File: src/rtl/pause_flow_scheduler_if.sv
// PAUSE request handshake between the flow scheduler and the MAC transmit side.
interface pause_flow_scheduler_if;
  logic        tx_pause_req;
  logic [15:0] tx_pause_val;
  logic [47:0] tx_pause_source_addr;
  logic        tx_pause_ack;

  modport master (output tx_pause_req, tx_pause_val, tx_pause_source_addr, input tx_pause_ack);
  modport slave  (input tx_pause_req, tx_pause_val, tx_pause_source_addr, output tx_pause_ack);
endinterface

File: src/rtl/pause_flow_scheduler.sv
// Issues XOFF/XON PAUSE requests from RX FIFO fill level with watermark hysteresis
// and periodic XOFF refresh while the FIFO stays congested.
module pause_flow_scheduler #(
  parameter int          LVL_W          = 5,
  parameter int          HIGH_WM        = 24,
  parameter int          LOW_WM         = 8,
  parameter logic [15:0] PAUSE_QUANTA   = 16'hFFFF,
  parameter int          QUANTA_CYCLES  = 64,
  parameter int          REFRESH_MARGIN = 256,
  parameter logic [47:0] SRC_ADDR       = 48'h0
) (
  input  logic                  clk,
  input  logic                  reset,
  input  logic                  enable,
  input  logic [LVL_W-1:0]      fifo_level,
  pause_flow_scheduler_if.master mac,
  output logic                  xoff_active,
  output logic [15:0]           xoff_count
);

  // Refresh fires REFRESH_MARGIN cycles before the peer's pause would expire.
  localparam int          R_RAW  = int'(PAUSE_QUANTA) * QUANTA_CYCLES - REFRESH_MARGIN;
  localparam logic [31:0] R_LOAD = (R_RAW <= 0) ? 32'd1 : 32'(R_RAW);

  localparam logic [LVL_W-1:0] HIGH_LVL = LVL_W'(HIGH_WM);
  localparam logic [LVL_W-1:0] LOW_LVL  = LVL_W'(LOW_WM);

  typedef enum logic [1:0] {IDLE, SEND_XOFF, PAUSED, SEND_XON} state_t;

  state_t      state, state_nxt;
  logic [31:0] timer;
  logic        req_r;
  logic [15:0] val_r;
  logic        ack_take;

  // An ack with no request outstanding is meaningless and dropped.
  assign ack_take = mac.tx_pause_ack && req_r;

  assign mac.tx_pause_req         = req_r;
  assign mac.tx_pause_val         = val_r;
  assign mac.tx_pause_source_addr = SRC_ADDR;

  always_comb begin
    state_nxt = state;
    case (state)
      IDLE:      if (enable && fifo_level >= HIGH_LVL) state_nxt = SEND_XOFF;
      SEND_XOFF: if (ack_take) state_nxt = PAUSED;
      PAUSED: begin
        if (!enable || fifo_level <= LOW_LVL) state_nxt = SEND_XON;
        else if (timer == 32'd0)              state_nxt = SEND_XOFF;
      end
      SEND_XON:  if (ack_take) state_nxt = IDLE;
      default:   state_nxt = IDLE;
    endcase
  end

  always_ff @(posedge clk) begin
    if (reset) begin
      state       <= IDLE;
      req_r       <= 1'b0;
      val_r       <= 16'd0;
      xoff_active <= 1'b0;
      xoff_count  <= 16'd0;
      timer       <= 32'd0;
    end else begin
      state <= state_nxt;
      req_r <= (state_nxt == SEND_XOFF) || (state_nxt == SEND_XON);
      // val only moves on request entry, so it is stable for the whole req window
      if (state_nxt == SEND_XOFF && state != SEND_XOFF) val_r <= PAUSE_QUANTA;
      if (state_nxt == SEND_XON  && state != SEND_XON)  val_r <= 16'd0;
      case (state)
        SEND_XOFF: if (ack_take) begin
          xoff_active <= 1'b1;
          xoff_count  <= xoff_count + 16'd1;
          timer       <= R_LOAD;
        end
        PAUSED:    if (timer != 32'd0) timer <= timer - 32'd1;
        SEND_XON:  if (ack_take) begin
          xoff_active <= 1'b0;
          timer       <= 32'd0;
        end
        default: ;
      endcase
    end
  end

endmodule
File: src/flat_wrapper.sv
// flat-port wrapper written by rule: the top's interface ports become plain ports
module pause_flow_scheduler_flat 
#(
  parameter int          LVL_W          = 5,
  parameter int          HIGH_WM        = 24,
  parameter int          LOW_WM         = 8,
  parameter logic [15:0] PAUSE_QUANTA   = 16'hFFFF,
  parameter int          QUANTA_CYCLES  = 64,
  parameter int          REFRESH_MARGIN = 256,
  parameter logic [47:0] SRC_ADDR       = 48'h0
)
  (clk, reset, enable, fifo_level, xoff_active, xoff_count, mac_tx_pause_req, mac_tx_pause_val, mac_tx_pause_source_addr, mac_tx_pause_ack);
  pause_flow_scheduler_if mac_i ();
  input  logic clk;
  input  logic reset;
  input  logic enable;
  input  logic [LVL_W-1:0] fifo_level;
  output logic xoff_active;
  output logic [15:0] xoff_count;
  output wire logic [$bits(mac_i.tx_pause_req)-1:0] mac_tx_pause_req;
  output wire logic [$bits(mac_i.tx_pause_val)-1:0] mac_tx_pause_val;
  output wire logic [$bits(mac_i.tx_pause_source_addr)-1:0] mac_tx_pause_source_addr;
  input wire logic [$bits(mac_i.tx_pause_ack)-1:0] mac_tx_pause_ack;
  assign mac_tx_pause_req = mac_i.tx_pause_req;
  assign mac_tx_pause_val = mac_i.tx_pause_val;
  assign mac_tx_pause_source_addr = mac_i.tx_pause_source_addr;
  assign mac_i.tx_pause_ack = mac_tx_pause_ack;
  pause_flow_scheduler #(.LVL_W(LVL_W), .HIGH_WM(HIGH_WM), .LOW_WM(LOW_WM), .PAUSE_QUANTA(PAUSE_QUANTA), .QUANTA_CYCLES(QUANTA_CYCLES), .REFRESH_MARGIN(REFRESH_MARGIN), .SRC_ADDR(SRC_ADDR)) u_core (.clk(clk), .reset(reset), .enable(enable), .fifo_level(fifo_level), .mac(mac_i), .xoff_active(xoff_active), .xoff_count(xoff_count));
endmodule
File: config.mk
export PLATFORM = sky130hd
export DESIGN_NAME = pause_flow_scheduler_flat
export DESIGN_NICKNAME = d
export VERILOG_FILES = /design/src/rtl/pause_flow_scheduler_if.sv /design/src/rtl/pause_flow_scheduler.sv /design/src/flat_wrapper.sv
export SDC_FILE = /design/constraint.sdc
export NUM_CORES = 1
export LEC_CHECK = 0
export BUFFER_PORTS_ARGS = -buffer_cell sky130_fd_sc_hd__buf_2
export CAP_MARGIN = 5
export CORE_ASPECT_RATIO = 0.8
export CORE_MARGIN = 2
export CORE_UTILIZATION = 40
export DETAILED_ROUTE_END_ITERATION = 10
export GPL_ROUTABILITY_DRIVEN = 0
export PLACE_DENSITY = 0.71
export SLEW_MARGIN = 20
export SYNTH_ARGS = -nofsm -noshare
export SYNTH_HDL_FRONTEND = slang
export SYNTH_SLANG_ARGS = --single-unit
File: constraint.sdc
create_clock -name clk -period 6.2 [get_ports clk]
set_input_delay 0.62 -clock clk [delete_from_list [all_inputs] [get_ports clk]]
set_output_delay 0.62 -clock clk [all_outputs]
set_load 0.01 [all_outputs]
# --- Word-level counts from Yosys, hierarchy flattened ---
# Index checks and enable logic that the tools add are counted.
totals:
  rom_bits: 0
  memories: 0
  latchBits: 0
  out_inout_bits: 82
  ram_bits: 0
  regBits: 53
  wordCells: 49
  in_bits: 9
op_classes:
  addsub: 2
  n_mux: 13
  order_cmp: 2
  eq_ne: 10
  n_bitwise: 0
  n_div: 0
  mul: 0
  n_shift: 0
  reduce_logical: 16
op_table:
  columns: ["cell", "n"]
  rows:
  - ["$mux 32", 3]
  - ["$pmux 32 s3", 1]
  - ["$logic_not 32->1", 1]
  - ["$reduce_bool 32->1", 1]
  - ["$sub 32x1->32 const B", 1]
  - ["$add 16x1->16 const B", 1]
  - ["$mux 2", 5]
  - ["$ne 2x1->1 const B", 4]
  - ["$pmux 2 s4", 1]
  - ["$eq 2x2->1 const B", 3]
  - ["$ge 5x5->1 const B", 1]
  - ["$le 5x4->1 const B", 1]
  - ["$eq 2x1->1 const B", 2]
  - ["$logic_and 1x1->1", 4]
  - ["$reduce_and 4->1", 1]
  - ["$reduce_and 3->1", 1]
  - ["$reduce_bool 3->1", 1]
  - ["$logic_not 2->1", 1]
  - ["$logic_or 1x1->1", 2]
  - ["$mux 1", 2]
  - ["$ne 2x2->1 const B", 1]
  - ["$pmux 1 s2", 1]
  - ["$reduce_and 2->1", 1]
  - ["$reduce_bool 2->1", 1]
  - ["other kinds (2)", 2]

# --- Longest topological paths before layout ---
logic_depth:
  ltp_word: 7
  mapped_depth: 10
  depth_no_buf: 7

# --- Worst setup path after synthesis ---
# Ideal clock, no wire load.
synth_path:
  path_kind: "reg2reg"
  from: "reg u_core.timer[14]"
  to: "reg u_core.timer[11]"
  required_time_ps: 6114
  synth_period_minus_slack_ps: 2294
  path_stages_with_launch: 8
  arrival_time_ps: 2208
  path_buffers: 2
  setup_ps: 86
  setup_slack_ps: 3906
  path_cell_list: "dfxtp_1 -> or4_1 -> buf_2 -> or4_4 -> buf_6 -> o41ai_4 -> o21ai_1 -> a221oi_2"
synth_via:
  elab_chain_cells: 3
synth_rtl:
  columns: ["element", "line", "source"]
  rows:
  - ["start, declared", "pause_flow_scheduler.sv:31", "logic [31:0] timer;"]
  - ["start signal, assigned", "pause_flow_scheduler.sv:77", "PAUSED: if (timer != 32'd0) timer <= timer - 32'd1;"]
  - ["$reduce_bool 32->1", "pause_flow_scheduler.sv:77", null]
  - ["$ne 2x1->1 (no source line)", null, null]
  - ["$reduce_and 4->1 (no source line)", null, null]
# No other way between the ends.
# A chain may end at the register's enable or synchronous reset.

# --- Final worst setup path ---
layout_path:
  from: "reg u_core.timer[14]"
  to: "reg u_core.timer[13]"
# Same word-level chain as after synthesis.

==> key figures <==
Synth
  • Commonest register cell after synthesis: dfxtp_1
  • Ys async rst share: 0
  • Sequential-to-total area share from yosys stat: 0.325
  • Distinct cells, synth: 54
  • Cell types with the largest area share after synthesis: dfxtp_1 33%, buf_4 15%, a21oi_1 6.4%
  • Number of flops mapped to enable cells by yosys: 0
  • Number of storage elements in the synthesis netlist: 53
  • Post-synthesis cell count: 408
  • Total standard cell area after synthesis: 0.00326 sq mm
  • Average size of a mapped cell: 8.00 sq um
  • Synth Warn #: 0
  • Largest area contributor in the synthesized netlist: dfxtp_1
  • Area share of the leading cell type in the synthesized netlist: 0.325

Critical path
  • Buffer and inverter count on the worst path: 0
  • CP Data Arrival Time: between 3 and 4 ns
  • Worst Reg2Reg Path Length in Cells: 5
  • Gate family responsible for the most delay along the worst path: compound AO/OA/AOI/OAI gates
  • Category of the worst setup path capture point: flop
  • Startpoint types: flop
  • Slowest cell on the critical path: a41o_1
  • CP Cell Sequence: or4_1, nor4_1, a41o_1, o21ai_0, a21oi_1
  • Largest stage delay on the critical path: roughly 0.96 ns
  • Critical path fanouts, max: 35
  • Type of the worst setup path: reg2reg
  • Count of cell instances traversed by the critical path: 5
  • Setup slack of the most critical reg-to-reg path: ~3.1 ns
  • Required @ worst endpoint: around 6.4 ns

Clock tree
  • Number of sinks on the clock net: 53
  • Library cell used as clock root buffer: clkbuf_8
  • Maximum level of the CTS H-tree: 2
  • Clock tree from TritonCTS: built
  • Worst-path clk slew: 0.09 ns
  • Latest clock arrival within the worst-skew pair: about 0.31 ns
  • Gates resized, CTS repair: 0
  • Number of post-CTS setup repair buffers: 0
  • Quantity of hold-fixing buffers added after cts: 0
  • Inserted Clock Buffers: 5
  • CTS max path bufs: 2

Hold path
  • Worst hold path depth: 2
  • Tightest Hold Check Type: reg2reg

Layout
  • Multi-input combinational cell area: between 0.0015 and 0.002 sq mm
  • Number of diodes added for antenna fixing: 0
  • Area taken by flip-flops and latches: around 0.0011 sq mm
  • Fill cell total of the finished layout: around 830
  • Fraction of layout instances using a drive strength above 1: 0.142
  • NumNets Final: 432
  • Growth of design area from synthesis to finish: 2.99%

Drt
  • Ratio of routed vias to standard cells: about 5.5
  • Count of vias placed by the detailed router: approximately 2,900
  • First-pass iteration count of the detailed router: 5
  • Mean routed wirelength per cell: about 13 um
  • DRC errors left: 0
  • Detailed router's first-iteration violation count: approximately 170
  • Final Routed Wirelength: 6.95 mm
  • Post-detailed-route count of antenna-violating nets: 0

Global route
  • Number of global-route vias before repair: approximately 2,400
  • Wire length of the first global-routing pass: 11.2 mm
  • Antenna violations before repair: 0
  • Pin count of the biggest net entering global routing: 37
  • Overflow left after global routing: 0
  • Overall track demand over capacity in global routing: 0.150

STA
  • Clock Skew: 0.00859 ns
  • Max-slew headroom: 0.321
  • Share of the cycle needed by the critical path after routing: 0.493
  • Slew at the pin closest to its max-slew limit: 1.02 ns
  • RSZ-0062 raised after global routing: false
  • Time the final worst path needs with I/O delays and setup: between 3 and 4 ns
  • Maximum operating frequency: roughly 330 MHz
  • TNS Setup: 0 ns
  • Setup Viol. Count Final: 0
  • Total count of hold-check failures in the final report: 0
  • Final Max Slew Viols: 0

Run
  • MaxCap Viol Count: 0

Power and ir drop
  • Leakage dissipation: 1.42 nW
  • Power spent charging and discharging nets: ~0.15 mW
  • Peak supply drop: slightly above 0.1 mV
  • Clock share of power: 0.407
  • Sequential share of power: 0.520
  • Net Sw Frac: 0.229
  • Part of the power in combinational logic: 0.074
  • Internal power: approximately 0.52 mW
  • Total power density per cell area: 199 mW/mm^2
  • Post-route total power: 0.669 mW

Floorplan
  • Die width: 105 um
  • Number of placement rows: 29
  • Overall die area: just under 0.009 sq mm
  • Starting density of the core: 0.413
  • Die Span Y: roughly 85 um
  • Core Region: 0.00791 sq mm
  • Number of primary I/O pins: 91

Outcome
  • Run status: completed

Placement
  • I/O Buffers: 42
  • Half-perimeter wire length after detailed placement: around 4.9 mm
## sequential cells by signal (all words and copies together) (netlist names)
register                 cells
u_core.timer                32
u_core.xoff_count           16
u_core.state                 2
u_core.mac.tx_pause_req      1
u_core.mac.tx_pause_val      1
u_core.xoff_active           1
## area by class of cell
type / instances / area share
inverter: 10 / 0.0112
tap: 108 / 0.0402
clock inverter: 3 / 0.0194
clock buffer: 5 / 0.0205
sequential: 53 / 0.316
timing repair buffer: 42 / 0.0625
multi-input combinational: 309 / 0.531
## worst min-delay path, cell delays in order (launching register included)
cell and delay, ns:
dfxtp_1 0.32, o21ai_0 0.07, a21oi_1 0.06
## cell usage in the layout (no fill, tap or decap), types with 3 or more instances in the layout
cell type / count
xor2_1: 8
o31a_1: 3
conb_1: 48
o21ai_1: 3
o31ai_1: 6
nand2_1: 18
inv_1: 10
xnor2_1: 6
or4_1: 8
a31oi_1: 3
clkbuf_8: 5
and3_1: 7
and4_1: 5
o41ai_1: 3
a21oi_1: 42
nand4_1: 5
nor4_1: 6
o21ai_0: 27
dfxtp_1: 53
or3_1: 18
nand2b_1: 3
nor3_1: 14
nor2_1: 29
o211ai_1: 3
buf_2: 42
nand3_1: 13
## routing by layer
| metal | part of all wire | track usage |
|---|---|---|
| met5 | 0 | 0 |
| met4 | 0.0065 | 0.0291 |
| met3 | 0.066 | 0.0342 |
| met2 | 0.45 | 0.236 |
| met1 | 0.48 | 0.213 |
## power by group through the flow
stage                     sequential [mW]  combinational, mW  clock [mW]
final                               0.348             0.0492       0.272
after global routing                0.349             0.0540       0.293
after CTS                           0.348             0.0485       0.280
after detailed placement            0.356             0.0484           0
after global placement              0.355             0.0482           0
after floorplan                     0.353             0.0679           0
## synth_stat cells (all sizes together) (6+ instances only)
cell and number:
a21oi 42, and3 7, buf 69, clkbuf 14, dfxtp 53, inv 10, nand2 18, nand3 13
nor2 30, nor3 14, nor4 7, o21ai 30, o31ai 6, or3 18, or4 9, xnor2 6
xor2 8
## per-stage QoR
step | util | hold WS (ns) | std cells | setup WS (ns) | instance area [sq um]
2_1_floorplan | - | 0.448 | 455 | 3.91 | 3440
3_3_place_gp | 0.407 | 0.462 | 522 | 3.24 | 3220
3_5_place_dp | 0.407 | 0.469 | 522 | 3.12 | 3220
4_1_cts | 0.424 | 0.484 | 530 | 3.10 | 3350
5_1_grt | 0.425 | 0.499 | 530 | 2.79 | 3360
6_report | 0.425 | 0.484 | 530 | 3.14 | 3360
## cells by family after synthesis
| kind of cell | Yosys count | synth area share |
|---|---|---|
| simple gates | 138 | 0.237 |
| xor+xnor | 14 | 0.0376 |
| compound gates | 107 | 0.207 |
| fa+ha+maj | 2 | 0.00766 |
| flops | 53 | 0.325 |
| buf+inv | 93 | 0.185 |
| other cells | 1 | 0.00115 |
## final timing paths
kind,startpoint,endpoint
setup / recovery,u_core.timer[14]$_SDFFE_PP0P_,u_core.timer[13]$_SDFFE_PP0P_
hold / removal,u_core.timer[10]$_SDFFE_PP0P_,u_core.timer[10]$_SDFFE_PP0P_
setup reg to reg,u_core.timer[14]$_SDFFE_PP0P_,u_core.timer[13]$_SDFFE_PP0P_
hold reg to reg,u_core.timer[10]$_SDFFE_PP0P_,u_core.timer[10]$_SDFFE_PP0P_
Power figures use the tool's default switching activity.
